<file path="config.mk">
export PLATFORM = sky130hd
export DESIGN_NAME = vector_load_unit
export DESIGN_NICKNAME = d
export VERILOG_FILES = /design/src/rtl/gpu_pkg.sv /design/src/rtl/vector_load_unit.sv
export SDC_FILE = /design/constraint.sdc
export NUM_CORES = 1
export LEC_CHECK = 0
export CORE_MARGIN = 4
export CORE_UTILIZATION = 35
export DETAILED_ROUTE_END_ITERATION = 10
export HOLD_SLACK_MARGIN = 0.06
export PLACE_DENSITY = 0.74
export RECOVER_POWER = 100
export SLEW_MARGIN = 20
export SYNTH_ARGS = -nofsm -noshare
export SYNTH_HDL_FRONTEND = slang
export SYNTH_SLANG_ARGS = --single-unit
</file>
<file path="constraint.sdc">
create_clock -name clk -period 3.1 [get_ports clk]
set_input_delay 0.31 -clock clk [delete_from_list [all_inputs] [get_ports clk]]
set_output_delay 0.31 -clock clk [all_outputs]
set_load 0.02 [all_outputs]
</file>
<file path="src/rtl/gpu_pkg.sv">
// Shared GPU datapath defaults and the vector load unit FSM encoding.
package gpu_pkg;

  localparam int GPU_LANES      = 4;
  localparam int GPU_DATA_WIDTH = 32;
  localparam int GPU_NUM_VREGS  = 32;

  typedef enum logic [1:0] {
    VLU_IDLE  = 2'd0,
    VLU_LOAD  = 2'd1,
    VLU_WRITE = 2'd2
  } vlu_state_e;

endpackage

</file>
<file path="src/rtl/vector_load_unit.sv">
// Strided vector load: issues one memory read per lane, gathers the in-order
// responses into a lane buffer, then writes the whole vector to a vreg.
module vector_load_unit
  import gpu_pkg::*;
#(
  parameter int LANES      = GPU_LANES,
  parameter int DATA_WIDTH = GPU_DATA_WIDTH,
  parameter int NUM_VREGS  = GPU_NUM_VREGS
) (
  input  logic                         clk,
  input  logic                         rst_n,

  input  logic                         cmd_valid,
  output logic                         cmd_ready,
  input  logic [$clog2(NUM_VREGS)-1:0] cmd_vreg_idx,
  input  logic [31:0]                  cmd_base_addr,
  input  logic [31:0]                  cmd_stride,

  output logic                         mem_req_valid,
  input  logic                         mem_req_ready,
  output logic [31:0]                  mem_req_addr,
  output logic                         mem_req_is_write,
  output logic [DATA_WIDTH-1:0]        mem_req_wdata,
  output logic [DATA_WIDTH/8-1:0]      mem_req_wstrb,

  input  logic                         mem_resp_valid,
  output logic                         mem_resp_ready,
  input  logic [DATA_WIDTH-1:0]        mem_resp_rdata,

  output logic                         vreg_wr_valid,
  input  logic                         vreg_wr_ready,
  output logic [$clog2(NUM_VREGS)-1:0] vreg_wr_idx,
  output logic [DATA_WIDTH-1:0]        vreg_wr_data [LANES],

  output logic                         busy,
  output logic                         done
);

  localparam int IDX_W = $clog2(NUM_VREGS);
  localparam int CNT_W = $clog2(LANES + 1);
  localparam logic [CNT_W-1:0] LANES_CNT = CNT_W'(LANES);
  localparam logic [CNT_W-1:0] LAST_CNT  = CNT_W'(LANES - 1);

  vlu_state_e       state_reg, state_next;
  logic [CNT_W-1:0] req_cnt_reg, req_cnt_next;
  logic [CNT_W-1:0] rsp_cnt_reg, rsp_cnt_next;
  logic [31:0]      addr_reg, addr_next;
  logic [31:0]      stride_reg, stride_next;
  logic [IDX_W-1:0] idx_reg, idx_next;
  logic             done_reg, done_next;

  logic cmd_fire;
  logic req_fire;
  logic rsp_fire;
  logic wr_fire;

  // Handshake-side outputs depend only on registered state, never on inputs.
  assign cmd_ready      = (state_reg == VLU_IDLE);
  assign busy           = (state_reg != VLU_IDLE);
  assign mem_req_valid  = (state_reg == VLU_LOAD) && (req_cnt_reg < LANES_CNT);
  assign mem_resp_ready = (state_reg == VLU_LOAD) && (rsp_cnt_reg < req_cnt_reg);
  assign vreg_wr_valid  = (state_reg == VLU_WRITE);

  assign cmd_fire = cmd_valid && cmd_ready;
  assign req_fire = mem_req_valid && mem_req_ready;
  assign rsp_fire = mem_resp_valid && mem_resp_ready;
  assign wr_fire  = vreg_wr_valid && vreg_wr_ready;

  // Address is kept as a running sum so it is stable while a request stalls.
  assign mem_req_addr     = addr_reg;
  assign mem_req_is_write = 1'b0;
  assign mem_req_wdata    = '0;
  assign mem_req_wstrb    = '0;

  assign vreg_wr_idx = idx_reg;
  assign done        = done_reg;

  always_comb begin
    state_next   = state_reg;
    req_cnt_next = req_cnt_reg;
    rsp_cnt_next = rsp_cnt_reg;
    addr_next    = addr_reg;
    stride_next  = stride_reg;
    idx_next     = idx_reg;
    done_next    = 1'b0;

    case (state_reg)
      VLU_IDLE: begin
        if (cmd_fire) begin
          idx_next     = cmd_vreg_idx;
          addr_next    = cmd_base_addr;
          stride_next  = cmd_stride;
          req_cnt_next = '0;
          rsp_cnt_next = '0;
          state_next   = VLU_LOAD;
        end
      end

      VLU_LOAD: begin
        if (req_fire) begin
          req_cnt_next = req_cnt_reg + 1'b1;
          addr_next    = addr_reg + stride_reg;
        end
        if (rsp_fire) begin
          rsp_cnt_next = rsp_cnt_reg + 1'b1;
          if (rsp_cnt_reg == LAST_CNT) begin
            state_next = VLU_WRITE;
          end
        end
      end

      VLU_WRITE: begin
        if (wr_fire) begin
          done_next  = 1'b1;
          state_next = VLU_IDLE;
        end
      end

      default: begin
        state_next = VLU_IDLE;
      end
    endcase
  end

  always_ff @(posedge clk) begin
    if (!rst_n) begin
      state_reg   <= VLU_IDLE;
      req_cnt_reg <= '0;
      rsp_cnt_reg <= '0;
      addr_reg    <= '0;
      stride_reg  <= '0;
      idx_reg     <= '0;
      done_reg    <= 1'b0;
    end else begin
      state_reg   <= state_next;
      req_cnt_reg <= req_cnt_next;
      rsp_cnt_reg <= rsp_cnt_next;
      addr_reg    <= addr_next;
      stride_reg  <= stride_next;
      idx_reg     <= idx_next;
      done_reg    <= done_next;
    end
  end

  // Lane buffer: responses arrive in request order, so rsp_cnt selects the lane.
  for (genvar gi = 0; gi < LANES; gi++) begin : g_lane
    logic [DATA_WIDTH-1:0] data_reg;

    always_ff @(posedge clk) begin
      if (!rst_n) begin
        data_reg <= '0;
      end else if (rsp_fire && (rsp_cnt_reg == CNT_W'(gi))) begin
        data_reg <= mem_resp_rdata;
      end
    end

    assign vreg_wr_data[gi] = data_reg;
  end

endmodule

</file>
==> out/results.txt <==
Outcome: finished with violations
Failing checks: capacitance limit, slew limit
Vias in the first global route: 9090
Worst EP arrival: 3.31 ns
Post-CTS setup repair buffer count: 0
DRC: 0
Leakage: 0.00570 uW
Worst R2R Start: mem_req_addr[8]
Logic pwr share: 14.2%
Routed length on met3: 2580 um
CTS resizes: 0
Ys flop type: dfxtp_1
Met2 routed WL: 14200 um
Post-synthesis sequential area ratio: 41.3%
FILL cells: 2697
Share of cells above drive strength 1: 5.20%
Slew headroom: -43.2%
Final Core Density: 49.3%
Number of clock sinks: 206
Placed wire-length estimate: 22500 um
First-pass GRT wire length: 49000 um
Port Buffer Count: 277
Routed via count: 9389
Met1 WL: 13500 um
Most used cell, CP: nand3_1
Post-synth EDFFs: 0
Mapped Avg Cell Area: 8.09 um2
Fmax: 344 MHz
Die extent in x: 177 um
Clock network power share: 44.7%
Ys Warns: 0
CP startpoint: mem_req_addr[8]
Worst hold-check path type: primary input to register
Sequential share of power: 41.1%
Largest register FFs: 128
Crit path kind: register to register
Iter 0 DRT Violations: 645
Longest Clk Path Bufs: 3
Clk root buf: clkbuf_16
Max incr delay on CP: 0.47 ns
Nets: 1627
Clk slew on worst S/H paths: 0.06 ns
Pint: 5020 uW
Final WL: 31300 um
Via density: 5.00
Net Switching: 1750 uW
CTS H-Tree Depth: 1
Ys async rst share: 0%
Area of the mapped netlist: 9980 um2
Gp weighted congestion: 0.902
Die Ht: 177 um
Largest net degree at the start of global routing: 126
Initial antenna violation count: 1
Peak supply drop: 426 uV
Clock latency on the worst-skew pair: 0.52 ns
Min Hold Slack: 0.349 ns
Min cycle time layout: 2.91 ns
# rows: 61
CTS tree: done
First drt pass iteration count: 5
Pwr Density: 491 nW/um2
Uppermost routed layer: met5
Critical Path RT: 3.50 ns
Final Hold Fails: 0
Max Cap Viol: 1
Critical path's slowest cell: or3_2
WL/cell: 16.7 um
ANT cells: 0
Tightest Pin Transition: 2.15 ns
I/O pin count: 315
Core box area: 27900 um2
Antenna Violating Nets Remaining: 0
GRT Util Overall: 19.1%
Unrepaired setup endpoints after global routing: false
Synth cell types: 62
Crit-path cells: ha_1, nand2_1, o21ai_0, nand3_1, a31oi_1, nor4_4, or3_2, nand3_1, or3b_1
Starting Density: 35.7%
# setup viols final: 0
Seq cells post-synth: 206
Slew Viols, Final: 126
CTS hold repair buffers: 0
TNS Setup: 0 ns
Tcrit/Tclk final: 93.8%
CP endpoint kind: register
TritonCTS Buffers: 25
Switching Share: 25.8%
CP max FO: 5
Critical path startpoint category: register
Die Area: 31300 um2
Grt ovf: 0
Cells after Synth: 1233
Hold_sp: cmd_stride[9]
Skew final: 0.0109 ns
Synth-to-Final Area Change: 38.1%
==> area by class of cell <==
| cell class | instances | area, um2 | area share [%] |
|---|---|---|---|
| multi-input combinational | 931 | 5340 | 38.7 |
| sequential | 206 | 4120 | 29.9 |
| timing repair buffer | 302 | 2940 | 21.3 |
| clock buffer | 38 | 734 | 5.33 |
| tap | 378 | 473 | 3.43 |
| clock inverter | 8 | 125 | 0.908 |
| inverter | 14 | 52.6 | 0.381 |
==> kinds of logic (layout without fill, tap and decap cells) <==
group	Yosys count	in the layout	synth area share, %
compound gates	327	327	23.5
xor+xnor	21	21	1.84
fa+ha+maj	40	40	5.09
buf+inv	132	362	6.57
flops	206	206	41.3
mux	3	3	0.313
other cells	1	37	0.0376
simple gates	503	503	21.3
==> path summary, 6_finish.rpt <==
check	cells past startpoint	slack [ns]	end
worst max-delay path	9	0.19	mem_req_addr[31]
worst min-delay path	3	0.35	stride_reg[9]
worst max register to register	9	0.19	mem_req_addr[31]
worst min register to register	2	0.45	g_lane[0].data_reg[22]
==> cells in the mapped netlist, types with 16 or more instances <==
cell type    n  share of area, %
buf_4       37               2.8
nand3_1     22               1.1
o211ai_1    21               1.6
nand2_1    382                14
nor2_1      28               1.1
o21ai_0     27               1.4
a21boi_0   154                12
dfxtp_1    206                41
a21o_1      16               1.2
clkbuf_1    66               2.5
a21oi_1     36               1.8
ha_1        39               4.9
==> power groups by stage <==
stage               registers (uW)  logic, uW  clock network, uW
finish                        2780        960               3020
global route                  2790       1050               3220
CTS                           2790        979               3100
detailed placement            2840        970                  0
global placement              2840        965                  0
floorplan                     2890        540                  0
==> per-layer routing <==
layer	up-vias	global-route usage, %
li1	4613	-
met1	4371	24.4
met2	340	31.9
met3	63	5.17
met4	2	5.32
met5	-	0
==> cells in the final DEF, fill, tap and decap left out, drive strengths merged, types with 5 or more instances in the layout <==
cell	instances
a211oi	7
a21boi	168
a21o	16
a21oi	36
a31oi	14
and2	9
and3	9
buf	18
clkbuf	46
clkdlybuf4s50	105
conb	37
dfxtp	206
dlygate4sd3	171
ha	39
inv	15
nand2	382
nand2b	6
nand3	22
nand4	8
nor2	28
nor2b	8
nor3	5
nor4	5
o211a	10
o211ai	21
o21a	6
o21ai	28
or3	8
xnor2	15
xor2	6
==> stage by stage <==
step | worst slack [ns] | cell area, um2 | cells | power, uW
detailed placement | 0.269 | 13000 | 1831 | 3810
CTS | 0.253 | 13800 | 1877 | 6860
finish | 0.192 | 13800 | 1877 | 6770
floorplan | 0.322 | 10100 | 1269 | 3430
global placement | 0.320 | 13000 | 1831 | 3800
global route | 0.0273 | 13800 | 1877 | 7060
==> critical path, delay by kind of cell (launching register included) <==
kind	cells	cell delay, ns
fa+ha+maj	1	0.39
compound gates	2	0.75
simple gates	6	1.31
flops	1	0.33
No activity file was read; power rests on OpenSTA's default activity.
